<file path="src/rtl/prog_loader_if.sv">
// Handshake and IROM write-port bundle between the word-stream source and the program loader.
// slave is the loader's view; master is the upstream feeder / observer.
interface prog_loader_if #(
  parameter int N_NODES = 12,
  parameter int PC_W    = 4,
  parameter int IW      = 32
);
  logic [IW-1:0]      in_data;
  logic               in_valid;
  logic               in_ready;
  logic [N_NODES-1:0] node_sel;
  logic [IW-1:0]      idata;
  logic [PC_W-1:0]    iaddr;
  logic               iwen;
  logic               halt;
  logic               done;
  logic               error;

  modport master (
    output in_data, in_valid,
    input  in_ready, node_sel, idata, iaddr, iwen, halt, done, error
  );

  modport slave (
    input  in_data, in_valid,
    output in_ready, node_sel, idata, iaddr, iwen, halt, done, error
  );
endinterface

</file>
<file path="src/rtl/prog_loader.sv">
// Streams header/instruction words into each node's IROM, padding unused slots with NOP_WORD
// and holding the global halt until an END header is seen.
module prog_loader #(
  parameter int N_NODES = 12,
  parameter int DEPTH   = 16,
  parameter int PC_W    = 4,
  parameter int IW      = 32,
  parameter logic [IW-1:0] NOP_WORD = '0
) (
  input logic          CLK,
  input logic          nRST,
  prog_loader_if.slave bus
);
  localparam int NODE_W = (N_NODES > 1) ? $clog2(N_NODES) : 1;
  localparam int CNT_W  = PC_W + 1;
  localparam logic [7:0]       END_NODE  = 8'hFF;
  localparam logic [7:0]       NODES_B   = 8'(N_NODES);
  localparam logic [7:0]       DEPTH_B   = 8'(DEPTH);
  localparam logic [CNT_W-1:0] FULL_CNT  = CNT_W'(DEPTH);
  localparam logic [PC_W-1:0]  LAST_ADDR = PC_W'(DEPTH - 1);

  typedef enum logic [2:0] {LOAD, DATA, PAD, RUN, ERR} state_t;

  state_t             state_q;
  logic [PC_W-1:0]    addr_q;
  logic [CNT_W-1:0]   cnt_q;
  logic [NODE_W-1:0]  node_q;
  logic               in_ready_q;
  logic               halt_q;
  logic               done_q;
  logic               error_q;
  logic               iwen_q;
  logic [N_NODES-1:0] node_sel_q;
  logic [IW-1:0]      idata_q;
  logic [PC_W-1:0]    iaddr_q;

  logic               xfer;
  logic [7:0]         hdr_node;
  logic [7:0]         hdr_cnt;
  logic               hdr_end;
  logic               hdr_ok;
  logic [CNT_W-1:0]   addr_inc;
  logic [N_NODES-1:0] sel_onehot;

  assign xfer       = bus.in_valid & in_ready_q;
  assign hdr_node   = bus.in_data[7:0];
  assign hdr_cnt    = bus.in_data[15:8];
  assign hdr_end    = (hdr_node == END_NODE);
  assign hdr_ok     = (hdr_node < NODES_B) && (hdr_cnt <= DEPTH_B);
  assign addr_inc   = {1'b0, addr_q} + CNT_W'(1);
  assign sel_onehot = N_NODES'(1) << node_q;

  // Outputs are registered alongside the state so a word accepted in one cycle appears on the write port the next.
  always_ff @(posedge CLK) begin
    if (!nRST) begin
      state_q    <= LOAD;
      addr_q     <= '0;
      cnt_q      <= '0;
      node_q     <= '0;
      in_ready_q <= 1'b0;
      halt_q     <= 1'b1;
      done_q     <= 1'b0;
      error_q    <= 1'b0;
      iwen_q     <= 1'b0;
      node_sel_q <= '0;
      idata_q    <= '0;
      iaddr_q    <= '0;
    end else begin
      done_q     <= 1'b0;
      iwen_q     <= 1'b0;
      node_sel_q <= '0;
      unique case (state_q)
        LOAD, RUN: begin
          in_ready_q <= 1'b1;
          if (xfer) begin
            if (hdr_end) begin
              // A second END while already running must not re-pulse done.
              if (state_q == LOAD) begin
                state_q <= RUN;
                halt_q  <= 1'b0;
                done_q  <= 1'b1;
              end
            end else if (hdr_ok) begin
              node_q <= NODE_W'(hdr_node);
              cnt_q  <= CNT_W'(hdr_cnt);
              addr_q <= '0;
              halt_q <= 1'b1;
              if (hdr_cnt == 8'd0) begin
                state_q    <= PAD;
                in_ready_q <= 1'b0;
              end else begin
                state_q <= DATA;
              end
            end else begin
              state_q    <= ERR;
              in_ready_q <= 1'b0;
              halt_q     <= 1'b1;
              error_q    <= 1'b1;
            end
          end
        end
        DATA: begin
          in_ready_q <= 1'b1;
          if (xfer) begin
            iwen_q     <= 1'b1;
            idata_q    <= bus.in_data;
            iaddr_q    <= addr_q;
            node_sel_q <= sel_onehot;
            addr_q     <= addr_q + PC_W'(1);
            if (addr_inc == cnt_q) begin
              if (cnt_q == FULL_CNT) begin
                state_q <= LOAD;
              end else begin
                state_q    <= PAD;
                in_ready_q <= 1'b0;
              end
            end
          end
        end
        PAD: begin
          iwen_q     <= 1'b1;
          idata_q    <= NOP_WORD;
          iaddr_q    <= addr_q;
          node_sel_q <= sel_onehot;
          addr_q     <= addr_q + PC_W'(1);
          if (addr_q == LAST_ADDR) begin
            state_q    <= LOAD;
            in_ready_q <= 1'b1;
          end else begin
            in_ready_q <= 1'b0;
          end
        end
        ERR: begin
          in_ready_q <= 1'b0;
          halt_q     <= 1'b1;
          error_q    <= 1'b1;
        end
        default: begin
          state_q    <= ERR;
          in_ready_q <= 1'b0;
          halt_q     <= 1'b1;
          error_q    <= 1'b1;
        end
      endcase
    end
  end

  assign bus.in_ready = in_ready_q;
  assign bus.halt     = halt_q;
  assign bus.done     = done_q;
  assign bus.error    = error_q;
  assign bus.iwen     = iwen_q;
  assign bus.node_sel = node_sel_q;
  assign bus.idata    = idata_q;
  assign bus.iaddr    = iaddr_q;
endmodule

</file>
<file path="src/flat_wrapper.sv">
// flat-port wrapper written by rule: the top's interface ports become plain ports
module prog_loader_flat 
#(
  parameter int N_NODES = 12,
  parameter int DEPTH   = 16,
  parameter int PC_W    = 4,
  parameter int IW      = 32,
  parameter logic [IW-1:0] NOP_WORD = '0
)
  (CLK, nRST, bus_in_data, bus_in_valid, bus_in_ready, bus_node_sel, bus_idata, bus_iaddr, bus_iwen, bus_halt, bus_done, bus_error);
  prog_loader_if #(.N_NODES(N_NODES), .PC_W(PC_W), .IW(IW)) bus_i ();
  input logic CLK;
  input logic nRST;
  input wire logic [$bits(bus_i.in_data)-1:0] bus_in_data;
  input wire logic [$bits(bus_i.in_valid)-1:0] bus_in_valid;
  output wire logic [$bits(bus_i.in_ready)-1:0] bus_in_ready;
  output wire logic [$bits(bus_i.node_sel)-1:0] bus_node_sel;
  output wire logic [$bits(bus_i.idata)-1:0] bus_idata;
  output wire logic [$bits(bus_i.iaddr)-1:0] bus_iaddr;
  output wire logic [$bits(bus_i.iwen)-1:0] bus_iwen;
  output wire logic [$bits(bus_i.halt)-1:0] bus_halt;
  output wire logic [$bits(bus_i.done)-1:0] bus_done;
  output wire logic [$bits(bus_i.error)-1:0] bus_error;
  assign bus_i.in_data = bus_in_data;
  assign bus_i.in_valid = bus_in_valid;
  assign bus_in_ready = bus_i.in_ready;
  assign bus_node_sel = bus_i.node_sel;
  assign bus_idata = bus_i.idata;
  assign bus_iaddr = bus_i.iaddr;
  assign bus_iwen = bus_i.iwen;
  assign bus_halt = bus_i.halt;
  assign bus_done = bus_i.done;
  assign bus_error = bus_i.error;
  prog_loader #(.N_NODES(N_NODES), .DEPTH(DEPTH), .PC_W(PC_W), .IW(IW), .NOP_WORD(NOP_WORD)) u_core (.CLK(CLK), .nRST(nRST), .bus(bus_i));
endmodule
</file>
<file path="config.mk">
export PLATFORM = sky130hd
export DESIGN_NAME = prog_loader_flat
export DESIGN_NICKNAME = d
export VERILOG_FILES = /design/src/rtl/prog_loader_if.sv /design/src/rtl/prog_loader.sv /design/src/flat_wrapper.sv
export SDC_FILE = /design/constraint.sdc
export NUM_CORES = 1
export LEC_CHECK = 0
export CELL_PAD_IN_SITES_DETAIL_PLACEMENT = 1
export CELL_PAD_IN_SITES_GLOBAL_PLACEMENT = 2
export CORE_AREA = 8 8 105 107
export CTS_CLUSTER_DIAMETER = 150
export DETAILED_ROUTE_END_ITERATION = 7
export DIE_AREA = 0 0 113 115
export GPL_ROUTABILITY_DRIVEN = 0
export PLACE_DENSITY_LB_ADDON = 0.1
export SLEW_MARGIN = 20
export SYNTH_ARGS = -nofsm -noshare
export SYNTH_HDL_FRONTEND = slang
export SYNTH_SLANG_ARGS = --single-unit
</file>
<file path="constraint.sdc">
create_clock -name CLK -period 4.2 [get_ports CLK]
set_input_delay 0.63 -clock CLK [delete_from_list [all_inputs] [get_ports CLK]]
set_output_delay 0.63 -clock CLK [all_outputs]
set_load 0.005 [all_outputs]
</file>
---- Yosys cells after proc, flatten, opt, wreduce, memory -nomap -nowiden ----
Cells that the tools add are included.
operators by class
  $add $sub $neg .......................... 2
  magnitude comparators ................... 2
  eq/ne operators ......................... 16
  shift operators ......................... 1
  muxes and demuxes ....................... 41
  bitwise operators ....................... 4
  reduce and logical (&&, ||, !) cells .... 14
operators with widths
  kind                                                         count
  one-hot mux 32 bit (2 select lines)                          1
  2-to-1 mux 32 bit                                            1
  one-hot mux 12 bit (2 select lines)                          1
  2-to-1 mux 3 bit                                             7
  2-to-1 mux 4 bit                                             5
  2-to-1 mux 1 bit                                             16
  2-to-1 mux 12 bit                                            1
  one-hot mux 3 bit (4 select lines)                           1
  one-hot mux 4 bit (3 select lines)                           1
  AND reduction 4 bit                                          3
  << shifter 1 x 4 -> 12 bit (first input constant)            1
  inequality test 2 x 1 -> 1 bit (second input constant)       5
  equality test 8 bit (second input constant)                  1
  <= comparator 8 x 5 -> 1 bit (second input constant)         1
  logical NOT 8 bit                                            1
  less-than comparator 8 x 4 -> 1 bit (second input constant)  1
  one-hot mux 4 bit (2 select lines)                           1
  equality test 3 x 2 -> 1 bit (second input constant)         2
  one-hot mux 1 bit (2 select lines)                           3
  AND reduction 6 bit                                          1
  adder 4 x 1 -> 5 bit (second input constant)                 1
  equality test 5 bit                                          1
  equality test 5 bit (second input constant)                  1
  AND reduction 5 bit                                          1
  17 further kinds                                             22
word-level totals
  register bits after elaboration ......... 69
  input port bits ......................... 35
  output and inout port bits .............. 53
  word-level logic and storage cells ...... 92

---- Longest topological paths before layout ----
Gate-level depths: netlist of run 1.
  word-level depth ........................ 6
  mapped depth ............................ 8
  depth with buffers taken out ............ 6

---- Least setup slack after synthesis of run 1 ----
OpenSTA, ideal clock, no wires.
  path type ............................... input to register
  start ................................... in bus_in_data[8]
  end ..................................... reg u_core.addr_q[2]
  library setup time ...................... 0.117 ns
  arrival ................................. 1.842 ns
  required time ........................... 4.083 ns
  setup slack ............................. 2.241 ns
  cell stages on the path ................. 5
  path buffers ............................ 0
  cells stage by stage .................... o41ai_1 > nand4_1 > a221oi_1 > o311a_1 > nor3b_1
between the ends
  longest elaborated chain between the ends .. 4
ends and longest elaborated chain
  element                                   RTL line            text
  from (decl)                               flat_wrapper.sv:14  input wire logic [$bits(bus_i.in_data)-1:0] bus_in_data;
  <= comparator 8 x 5 -> 1 bit              prog_loader.sv:49   assign hdr_ok = (hdr_node < NODES_B) && (hdr_cnt <= DEPTH_B);
  logical AND 1 bit                         prog_loader.sv:49
  inequality test 2 x 1 -> 1 bit (no line)  --
  AND reduction 5 bit (no line)             --
  to (signal assigned)                      prog_loader.sv:109  addr_q <= addr_q + PC_W'(1);
  to (signal assigned)                      prog_loader.sv:125  addr_q <= addr_q + PC_W'(1);
  to (decl)                                 prog_loader.sv:25   logic [PC_W-1:0] addr_q;
Every way passes these cells.
A chain may end at the register's enable or synchronous reset.

---- Worst setup path after layout of run 1 ----
  start ................................... in bus_in_data[6]
  end ..................................... reg u_core.cnt_q[3]
between the ends
  longest elaborated chain between the ends .. 3
  elaborated cells on any way between the ends .. 5
  those cells by class .................... order compare (1); eq/ne (1); bitwise (1); reduce/logical (2)
ends and longest elaborated chain
  element                                                                            RTL line                              text
  less-than comparator 8 x 4 -> 1 bit / equality test 8 bit (equally long branches)  prog_loader.sv:49, prog_loader.sv:48
  logical AND 1 bit / NOT 1 bit (equally long branches)                              --
  AND reduction 4 bit (no line) (*)                                                  --
  to (signal assigned)                                                               prog_loader.sv:85                     cnt_q <= CNT_W'(hdr_cnt);
  to (decl)                                                                          prog_loader.sv:26                     logic [CNT_W-1:0] cnt_q;
Every way passes the cells marked *; elsewhere a longest branch is shown, timed or not.

==> qor.txt, run 1 <==
run status = complete, no violations
launch point of the worst reg-to-reg path = u_core.state_q[0]
overall die width = 113 um
clock tree from TritonCTS = yes
total of endpoints with negative setup slack in the final report = 0
Worst EP required = 4.43 ns
clock latency at the later pin of the worst-skew pair = 0.34 ns
total number of nets in the final design = 377
Min-Delay Path Class = flip-flop to flip-flop
combined buffer and inverter count along the critical path = 2
combinational power share = 10.6%
detailed-routed wire length on met3 = 388 um
number of buffers created by CTS = 9
critical path launch point = bus_in_data[6]
number of optimization iterations in the first detailed-route pass = 4
final setup skew = 0.00583 ns
initial cell density of the core = 28.1%
placement row count = 36
per-cell via count in the routed design = 4.84
share of layout cells above drive strength 1 = 8.41%
switching power of the nets = 350 uW
type of element capturing the critical path = flip-flop
fill cell total of the finished layout = 1064
warnings from Yosys = 0
unique cell type count in the Yosys netlist = 46
cell-by-cell trace of the critical path = clkdlybuf4s50_1 > nor4_1 > nand4_1 > nor3_1 > buf_4 > mux2i_1 > nor2b_1
Die Y = 115 um
cell type of the slowest stage on the worst timing path = sky130_fd_sc_hd__nor4_1
clock-pin slew on the worst setup and hold paths = 0.07 ns
Hold Violations, Final = 0
clock group share of total power = 43.3%
Remaining Overflow, GRT = 0
number of buffers inserted by port buffering = 87
critical path start-end classification = primary input to flip-flop
standard cell core area = 0.00946 mm2
Met2 Routed Length = 3770 um
logic depth of the worst path, buffers included = 7
Syn-to-layout area delta = 45.0%
CTS Buffer Depth = 2
most area-hungry cell type in the Yosys netlist = sky130_fd_sc_hd__dfxtp_1
ports placed on the boundary = 88
Seq/Total Area, Yosys = 52.1%
Critical R2R Capture = u_core.bus.node_sel[0]
worst slew pin tran = 0.627 ns
final max-slew violation count = 0
Slew HR = 57.9%
Detail Placement HPWL = 5680 um
Global Route Usage Sum = 11.8%
diode insertion count for antenna repair = 0
post-synth top area share = 52.1%
r2r setup slk = 2.07 ns
antenna viol nets, final = 0
Reg power frac = 46.1%
number of buffers added for setup after CTS = 0
mean cell area of the mapped netlist = 10.4 um2
end point of the critical path = u_core.cnt_q[3]
final critical-path share of the clock period = 62.1%
number of nets produced by synthesis = 291
depth of the worst register-to-register path = 5
Max FO, Critical Path = 5
detailed-route DRC error count = 0
vias in the first global route = 2325
startpoint type of the worst setup path = primary input
highest routing layer actually used = met4
highest clock frequency the design can meet = 0.383 GHz
clock period minus worst slack = 2.61 ns
first-pass GRT wire length = 12200 um
most frequent standard cell in the layout excluding fill and tap cells = sky130_fd_sc_hd__clkdlybuf4s50_1
average wire length per cell after detail routing = 16.6 um
Fin Setup TNS = 0 ns
routed vias = 2220
Crit path max-delay family = simple AND/OR/NAND/NOR gates
cell area after synthesis = 0.00265 mm2
final wirelength = 7630 um
count of state elements after synthesis = 69
H-tree lvl count = 3
crit path DAT = 2.84 ns
number of antenna violations at the first check in global routing = 0
Die ar. = 0.0130 mm2
Switching Fraction = 23.4%
unrepaired setup endpoints after global routing = false
Syn Inst Count = 255
cell-internal power = 1150 uW
leading cell types in the layout, fill and taps excluded = sky130_fd_sc_hd__clkdlybuf4s50_1 (87), sky130_fd_sc_hd__dfxtp_1 (69), sky130_fd_sc_hd__a22o_1 (32)
leak pwr = 0.00136 uW
CTS root buffer = sky130_fd_sc_hd__clkbuf_8
total chip power = 1500 uW
DR iter-0 viols = 87
wire length on met1 = 3410 um
pwr/cell area = 389 mW/mm2
count of hold-fix buffers inserted at cts = 0
worst voltage drop across the vdd grid = 144 uV
maximum number of pins on one net before global-route repair = 33
Critical Path Max Stage Delay = 0.55 ns
max-capacitance violation count = 0
CTS resizes = 0
clk sinks = 69
Area contributors post-synth = sky130_fd_sc_hd__dfxtp_1 (52%), sky130_fd_sc_hd__a22o_1 (11%), sky130_fd_sc_hd__mux2i_1 (5.3%), sky130_fd_sc_hd__nor2b_1 (3.8%), sky130_fd_sc_hd__nor3_1 (1.9%)
-- power by group through the flow --
| stage | clock [uW] | combinational, uW | sequential (uW) |
|---|---|---|---|
| final | 649 | 159 | 690 |
| after global routing | 698 | 174 | 693 |
| after CTS | 671 | 161 | 690 |
| after detailed placement | 0 | 160 | 705 |
| after global placement | 0 | 161 | 705 |
| after floorplan | 0 | 86.7 | 695 |
-- synthesized netlist by cell type, drive strengths merged --
master / number
o311a: 1
a22oi: 2
and4b: 1
nand2: 13
buf: 8
a221oi: 1
o22a: 1
o21ai: 6
a22o: 32
nor3b: 1
dfxtp: 69
mux2i: 14
o21a: 2
nor2: 13
a31oi: 5
or3b: 1
o21ba: 1
or4: 1
nor2b: 17
xor2: 2
inv: 4
nand2b: 3
a21oi: 5
a222oi: 1
and2: 3
o22ai: 1
clkbuf: 9
and3: 1
xnor2: 5
nand3b: 3
nand4: 3
o2bb2ai: 1
ha: 1
o41ai: 1
nand3: 5
nor4: 4
a32o: 1
nor3: 11
a41o: 1
o31ai: 1
-- metal layers --
layer / vias up / track usage, %
met5: - / 0
met4: 0 / 2.93
met3: 7 / 4.41
met2: 54 / 20.6
met1: 1065 / 13.4
li1: 1094 / -
-- area by class of cell --
type	count	area [um2]	share of cell area, %
Multi-Input combinational cell	165	1160	30.3
Timing Repair Buffer	92	908	23.6
Sequential cell	69	1380	35.9
Inverter	4	15.0	0.390
Tap cell	114	143	3.71
Clock buffer	9	124	3.22
Clock inverter	6	113	2.93
-- logic make-up (layout without fill, tap and decap cells) --
kind of cell	count (synthesis)	after routing	share of synthesized area [%]
XOR/XNOR	7	7	2.31
adder cells (fa/ha/maj)	1	1	0.471
multiplexers	14	14	5.28
AO/OA/AOI/OAI	63	63	18.7
buffers and inverters	21	111	4.15
flip-flops	69	69	52.1
AND/OR/NAND/NOR	80	80	17.1
-- how the worst min path moves through the flow --
stage	from	endpoint	slack (ns)	cells past startpoint
after floorplan	u_core.addr_q[1]	u_core.addr_q[1]	0.46	2
after global placement	u_core.bus.idata[28]	u_core.bus.idata[28]	0.46	1
after detailed placement	u_core.bus.idata[17]	u_core.bus.idata[17]	0.46	1
after CTS	u_core.bus.idata[31]	u_core.bus.idata[31]	0.49	1
after global routing	u_core.bus.idata[13]	u_core.bus.idata[13]	0.50	1
final	u_core.bus.idata[2]	u_core.bus.idata[2]	0.48	1
-- registers in the layout, indices dropped and copies added, names as in the netlist --
name / cells
u_core.cnt_q: 5
u_core.bus.node_sel: 12
u_core.bus.iaddr: 4
u_core.addr_q: 4
u_core.bus.halt: 1
u_core.bus.idata: 32
u_core.bus.iwen: 1
u_core.bus.done: 1
u_core.node_q: 4
u_core.bus.in_ready: 1
u_core.state_q: 3
u_core.bus.error: 1
-- stage by stage --
step	cell area (um2)	util (%)	setup WS [ns]	hold slack (ns)	instances
floorplan	2650	-	2.24	0.459	255
global placement	3610	38.2	1.27	0.460	444
detailed placement	3610	38.2	1.26	0.465	444
CTS	3850	40.7	1.60	0.487	459
global route	3850	40.7	1.44	0.504	459
finish	3850	40.7	1.59	0.479	459
Note: power is estimated with default switching activity, not from simulation.
==> run 2: changes to the inputs <==
--- a/config.mk
+++ b/config.mk
@@ -7,10 +7,10 @@
 export LEC_CHECK = 0
 export CELL_PAD_IN_SITES_DETAIL_PLACEMENT = 1
 export CELL_PAD_IN_SITES_GLOBAL_PLACEMENT = 2
-export CORE_AREA = 8 8 105 107
+export CORE_AREA = 8 8 109 111
 export CTS_CLUSTER_DIAMETER = 150
 export DETAILED_ROUTE_END_ITERATION = 7
-export DIE_AREA = 0 0 113 115
+export DIE_AREA = 0 0 117 119
 export GPL_ROUTABILITY_DRIVEN = 0
 export PLACE_DENSITY_LB_ADDON = 0.1
 export SLEW_MARGIN = 20
==> constraint.sdc (replaced) <==
create_clock -name CLK -period 2.48 [get_ports CLK]
set_input_delay 0.372 -clock CLK [delete_from_list [all_inputs] [get_ports CLK]]
set_output_delay 0.372 -clock CLK [all_outputs]
set_load 0.005 [all_outputs]
==> qor.txt, run 2 (synthesized netlist as in run 1, its figures left out) <==
number of antenna violations at the first check in global routing = 0 (unchanged)
final max-slew violation count = 0 (unchanged)
Global Route Usage Sum = 12.1% (was 11.8%)
overall die width = 117 um (was 113 um)
antenna viol nets, final = 0 (unchanged)
clk sinks = 69 (unchanged)
routed vias = 2281 (was 2220)
standard cell core area = 0.0101 mm2 (was 0.00946 mm2)
Worst EP required = 2.73 ns (was 4.43 ns)
run status = complete, no violations (unchanged)
Slew HR = 65.7% (was 57.9%)
H-tree lvl count = 3 (unchanged)
Fin Setup TNS = 0 ns (unchanged)
average wire length per cell after detail routing = 16.6 um (about the same)
detailed-route DRC error count = 0 (unchanged)
Remaining Overflow, GRT = 0 (unchanged)
clock latency at the later pin of the worst-skew pair = 0.35 ns (was 0.34 ns)
clock-pin slew on the worst setup and hold paths = 0.08 ns (was 0.07 ns)
number of optimization iterations in the first detailed-route pass = 4 (unchanged)
number of buffers created by CTS = 9 (unchanged)
final wirelength = 8190 um (was 7630 um)
CTS resizes = 0 (unchanged)
share of layout cells above drive strength 1 = 11.2% (was 8.41%)
CTS root buffer = sky130_fd_sc_hd__clkbuf_8 (unchanged)
Detail Placement HPWL = 6130 um (was 5680 um)
maximum number of pins on one net before global-route repair = 33 (unchanged)
cell type of the slowest stage on the worst timing path = sky130_fd_sc_hd__nor4_1 (unchanged)
post-placement setup slack = 0.119 ns (was 1.26 ns)
crit path DAT = 2.24 ns (was 2.84 ns)
total of endpoints with negative setup slack in the final report = 0 (unchanged)
startpoint type of the worst setup path = primary input (unchanged)
count of hold-fix buffers inserted at cts = 0 (unchanged)
Max FO, Critical Path = 9 (was 5)
placement row count = 37 (was 36)
Syn-to-layout area delta = 47.8% (was 45.0%)
DR iter-0 viols = 92 (was 87)
number of buffers inserted by port buffering = 87 (unchanged)
CTS Buffer Depth = 2 (unchanged)
total number of nets in the final design = 387 (was 377)
first-pass GRT wire length = 13100 um (was 12200 um)
final instance count without filler cells = 492 (was 459)
worst slew pin tran = 0.511 ns (was 0.627 ns)
setup ws final = 0.486 ns (was 1.59 ns)
clock period minus worst slack = 1.99 ns
highest clock frequency the design can meet = 0.502 GHz
critical path start-end classification = primary input to flip-flop (unchanged)
max-capacitance violation count = 0 (unchanged)
fill cell total of the finished layout = 1200 (was 1064)
final critical-path share of the clock period = 80.4%
r2r setup slk = 0.55 ns (was 2.07 ns)
clock tree from TritonCTS = yes (unchanged)
Die Y = 119 um (was 115 um)
flip-flop count of the largest register, all copies and words added = 32 (unchanged)
cell area after layout = 0.00392 mm2 (was 0.00385 mm2)
number of buffers added for setup after CTS = 0 (unchanged)
Min-Delay Path Class = flip-flop to flip-flop (unchanged)
type of element capturing the critical path = flip-flop (unchanged)
cell-by-cell trace of the critical path = clkdlybuf4s50_1 > nor4_1 > nand4_1 > nor3_1 > buf_4 > mux2i_1 > nor2b_1 (unchanged)
most frequent standard cell in the layout excluding fill and tap cells = sky130_fd_sc_hd__clkdlybuf4s50_1 (unchanged)
ports placed on the boundary = 88 (unchanged)
leading cell types in the layout, fill and taps excluded = sky130_fd_sc_hd__clkdlybuf4s50_1 (87), sky130_fd_sc_hd__dfxtp_1 (69), sky130_fd_sc_hd__a22o_1 (32) (unchanged)
per-cell via count in the routed design = 4.64 (was 4.84)
leak pwr = 0.00139 uW (was 0.00136 uW)
vias in the first global route = 2422 (was 2325)
final setup skew = 0.0114 ns (was 0.00583 ns)
pwr/cell area = 617 mW/mm2 (was 389 mW/mm2)
unrepaired setup endpoints after global routing = false (unchanged)
Critical Path Max Stage Delay = 0.47 ns (was 0.55 ns)
initial cell density of the core = 26.3% (was 28.1%)
Hold Violations, Final = 0 (unchanged)
diode insertion count for antenna repair = 0 (unchanged)
Die ar. = 0.0139 mm2 (was 0.0130 mm2)
Placed Instances = 476 (was 444)
placed standard-cell area = 0.00371 mm2 (was 0.00361 mm2)
worst voltage drop across the vdd grid = 242 uV (was 144 uV)
run 2: changes by cell type in the layout (fill, tap and decap cells not counted):
cell                         delta
sky130_fd_sc_hd__inv_6          +2
sky130_fd_sc_hd__clkinv_4       -1
sky130_fd_sc_hd__inv_8          +1
sky130_fd_sc_hd__bufinv_16      -2
sky130_fd_sc_hd__clkinv_2       -1
sky130_fd_sc_hd__buf_4         +10
sky130_fd_sc_hd__clkinvlp_4     +2
run 2: routing by layer:
layer | up-vias | routed length (um) | global-route usage, % | part of all wire (%)
met4 | 0 | 132 | 5.28 | 1.6
met1 | 1082 | 3700 | 14.9 | 45
met3 | 10 | 579 | 3.64 | 7.1
met2 | 64 | 3780 | 19.1 | 46
met5 | - | 0 | 0 | 0
li1 | 1125 | - | - | -
run 2: cell type report:
type | count | area [um2] | share of cell area (%)
multi-input cells | 165 | 1160 | 29.7
repair buffers | 102 | 983 | 25.1
clock inverters | 7 | 82.6 | 2.11
clock buffers | 9 | 124 | 3.16
inverters | 4 | 15.0 | 0.383
well taps | 136 | 170 | 4.34
flip-flops and latches | 69 | 1380 | 35.2
run 2: power by group:
group	internal, uW	switching [uW]
clock network	480	481
registers	1140	34.1
logic	158	132
total	1770	647
run 2: stage by stage:
step           utilization [%]  hold WS, ns  power [uW]
2_1_floorplan                -        0.459        1320
3_3_place_gp              36.8        0.453        1490
3_5_place_dp              36.8        0.462        1490
4_1_cts                   38.9        0.486        2480
5_1_grt                   38.9        0.498        2550
6_report                  38.9        0.479        2420
run 2: path summary, 6_finish.rpt:
path	depth (start not counted)	to	start
max	7	u_core.cnt_q[4]	bus_in_data[6]
min	1	u_core.bus.idata[6]	u_core.bus.idata[6]
max reg2reg	5	u_core.bus.node_sel[0]	u_core.state_q[0]
min reg2reg	1	u_core.bus.idata[6]	u_core.bus.idata[6]
run 2: critical path, delay by kind of cell:
kind                   cells  cell delay [ns]
AND/OR/NAND/NOR            4             0.99
buffers and inverters      2             0.69
multiplexers               1             0.20
==> run 3: changes to the inputs <==
--- a/config.mk
+++ b/config.mk
@@ -7,10 +7,10 @@
 export LEC_CHECK = 0
 export CELL_PAD_IN_SITES_DETAIL_PLACEMENT = 1
 export CELL_PAD_IN_SITES_GLOBAL_PLACEMENT = 2
-export CORE_AREA = 8 8 109 111
+export CORE_AREA = 8 8 113 115
 export CTS_CLUSTER_DIAMETER = 150
 export DETAILED_ROUTE_END_ITERATION = 7
-export DIE_AREA = 0 0 117 119
+export DIE_AREA = 0 0 121 123
 export GPL_ROUTABILITY_DRIVEN = 0
 export PLACE_DENSITY_LB_ADDON = 0.1
 export SLEW_MARGIN = 20
==> constraint.sdc (replaced) <==
create_clock -name CLK -period 1.8 [get_ports CLK]
set_input_delay 0.27 -clock CLK [delete_from_list [all_inputs] [get_ports CLK]]
set_output_delay 0.27 -clock CLK [all_outputs]
set_load 0.005 [all_outputs]
==> qor.txt, run 3 (synthesized netlist as in run 1, its figures left out) <==
run status = complete, no violations (unchanged)
placement row count = 39 (was 37)
routed vias = 2455 (was 2281)
clock tree from TritonCTS = yes (unchanged)
average wire length per cell after detail routing = 16.8 um (was 16.6 um)
Met2 Routed Length = 4440 um (was 3780 um)
standard cell core area = 0.0111 mm2 (was 0.0101 mm2)
Hold Violations, Final = 0 (unchanged)
detailed-routed wire length on met3 = 588 um (was 579 um)
final wirelength = 9040 um (was 8190 um)
ports placed on the boundary = 88 (unchanged)
final max-slew violation count = 0 (unchanged)
Fin Setup TNS = 0 ns (unchanged)
final instance count without filler cells = 538 (was 492)
number of antenna violations at the first check in global routing = 0 (unchanged)
Slew HR = 71.4% (was 65.7%)
antenna viol nets, final = 0 (unchanged)
final design utilization = 40.3% (was 38.9%)
setup ws final = 0.0768 ns (was 0.486 ns)
worst voltage drop across the vdd grid = 610 uV (was 242 uV)
number of buffers inserted by port buffering = 87 (unchanged)
diode insertion count for antenna repair = 0 (unchanged)
startpoint type of the worst setup path = primary input (unchanged)
initial cell density of the core = 24.0% (was 26.3%)
Global Route Usage Sum = 12.2% (was 12.1%)
number of optimization iterations in the first detailed-route pass = 4 (unchanged)
clock-pin slew on the worst setup and hold paths = 0.06 ns (was 0.08 ns)
share of layout cells above drive strength 1 = 23.0% (was 11.2%)
CTS root buffer = sky130_fd_sc_hd__clkbuf_16 (was sky130_fd_sc_hd__clkbuf_8)
Worst EP required = 2.02 ns (was 2.73 ns)
leak pwr = 0.00175 uW (was 0.00139 uW)
Max FO, Critical Path = 5 (was 9)
total number of nets in the final design = 426 (was 387)
pwr/cell area = 914 mW/mm2 (was 617 mW/mm2)
clk sinks = 69 (unchanged)
highest clock frequency the design can meet = 0.580 GHz
number of buffers created by CTS = 9 (unchanged)
Remaining Overflow, GRT = 0 (unchanged)
clock latency at the later pin of the worst-skew pair = 0.33 ns (was 0.35 ns)
leading cell types in the layout, fill and taps excluded = sky130_fd_sc_hd__clkdlybuf4s50_1 (78), sky130_fd_sc_hd__dfxtp_1 (66), sky130_fd_sc_hd__buf_4 (49) (was sky130_fd_sc_hd__clkdlybuf4s50_1 (87), sky130_fd_sc_hd__dfxtp_1 (69), sky130_fd_sc_hd__a22o_1 (32))
final setup skew = 0.00561 ns (was 0.0114 ns)
Worst Hold Launch = bus_in_data[5] (was u_core.bus.idata[6])
Placed Instances = 517 (was 476)
max-capacitance violation count = 0 (unchanged)
H-tree lvl count = 3 (unchanged)
flip-flop count of the largest register, all copies and words added = 32 (unchanged)
Syn-to-layout area delta = 68.3% (was 47.8%)
critical path launch point = bus_in_data[11] (was bus_in_data[6])
crit path DAT = 1.94 ns (was 2.24 ns)
most frequent standard cell in the layout excluding fill and tap cells = sky130_fd_sc_hd__clkdlybuf4s50_1 (unchanged)
Min-Delay Path Class = primary input to flip-flop (was flip-flop to flip-flop)
Die Y = 123 um (was 119 um)
detailed-route DRC error count = 0 (unchanged)
Die ar. = 0.0149 mm2 (was 0.0139 mm2)
final critical-path share of the clock period = 95.7%
clock period minus worst slack = 1.72 ns
overall die width = 121 um (was 117 um)
Detail Placement HPWL = 6740 um (was 6130 um)
vias in the first global route = 2528 (was 2422)
post-placement setup slack = -0.385 ns (was 0.119 ns)
worst slew pin tran = 0.429 ns (was 0.511 ns)
per-cell via count in the routed design = 4.56 (was 4.64)
launch point of the worst reg-to-reg path = u_core.bus.in_ready (was u_core.state_q[0])
DR iter-0 viols = 110 (was 92)
highest routing layer actually used = met4 (unchanged)
wire length on met1 = 3860 um (was 3700 um)
first-pass GRT wire length = 13900 um (was 13100 um)
critical path start-end classification = primary input to flip-flop (unchanged)
CTS Buffer Depth = 2 (unchanged)
maximum number of pins on one net before global-route repair = 33 (unchanged)
total of endpoints with negative setup slack in the final report = 0 (unchanged)
type of element capturing the critical path = flip-flop (unchanged)
[run 3: where the power goes]
part	leakage [uW]	switching, uW	total (uW)	internal (uW)
logic	0.00104	231	542	310
registers	0.000558	37.1	1610	1570
clock network	0.000152	680	1930	1250
total	0.00175	949	4080	3130
[run 3: layer usage]
layer  GRT usage (%)  up-vias
li1                -     1202
met1            14.0     1177
met2            19.9       62
met3            4.61       14
met4            5.39        0
met5               0        -
[run 3: timing repair]
action,CTS,global route
setup endpoints to repair,12,47
cloned,0,1
setup buffers,0,4
hold buffers,0,0
resized for setup,1,26
pin swaps,0,4
[run 3: cell type report]
class / count / area, um2
inverter: 4 / 15.0
clock inverter: 5 / 83.8
fill: 1240 / 6610
timing repair buffer: 141 / 1340
multi-input combinational: 165 / 1220
tap: 143 / 179
sequential: 69 / 1390
clock buffer: 11 / 243
[run 3: worst max-delay path: stages]
cell and delay [ns]:
sky130_fd_sc_hd__clkdlybuf4s50_1 0.47, sky130_fd_sc_hd__o41ai_2 0.30, sky130_fd_sc_hd__nand2_1 0.17, sky130_fd_sc_hd__nor3_4 0.22, sky130_fd_sc_hd__buf_4 0.14, sky130_fd_sc_hd__buf_6 0.12, sky130_fd_sc_hd__mux2i_1 0.19, sky130_fd_sc_hd__nor2b_1 0.06
[run 3: final timing paths]
| path | end | slack, ns | cells after the start |
|---|---|---|---|
| setup / recovery | u_core.cnt_q[0] | 0.08 | 8 |
| hold / removal | u_core.bus.idata[5] | 0.26 | 2 |
| setup reg to reg | u_core.bus.in_ready | 0.11 | 7 |
| hold reg to reg | u_core.bus.error | 0.47 | 1 |
[run 3: through the flow]
stage	power, uW	hold slack (ns)	area (um2)
after floorplan	1820	0.396	2650
after detailed placement	2140	0.460	4000
after CTS	4110	0.477	4340
after global routing	4250	0.274	4470
final	4080	0.262	4470
after global placement	2140	0.453	4000
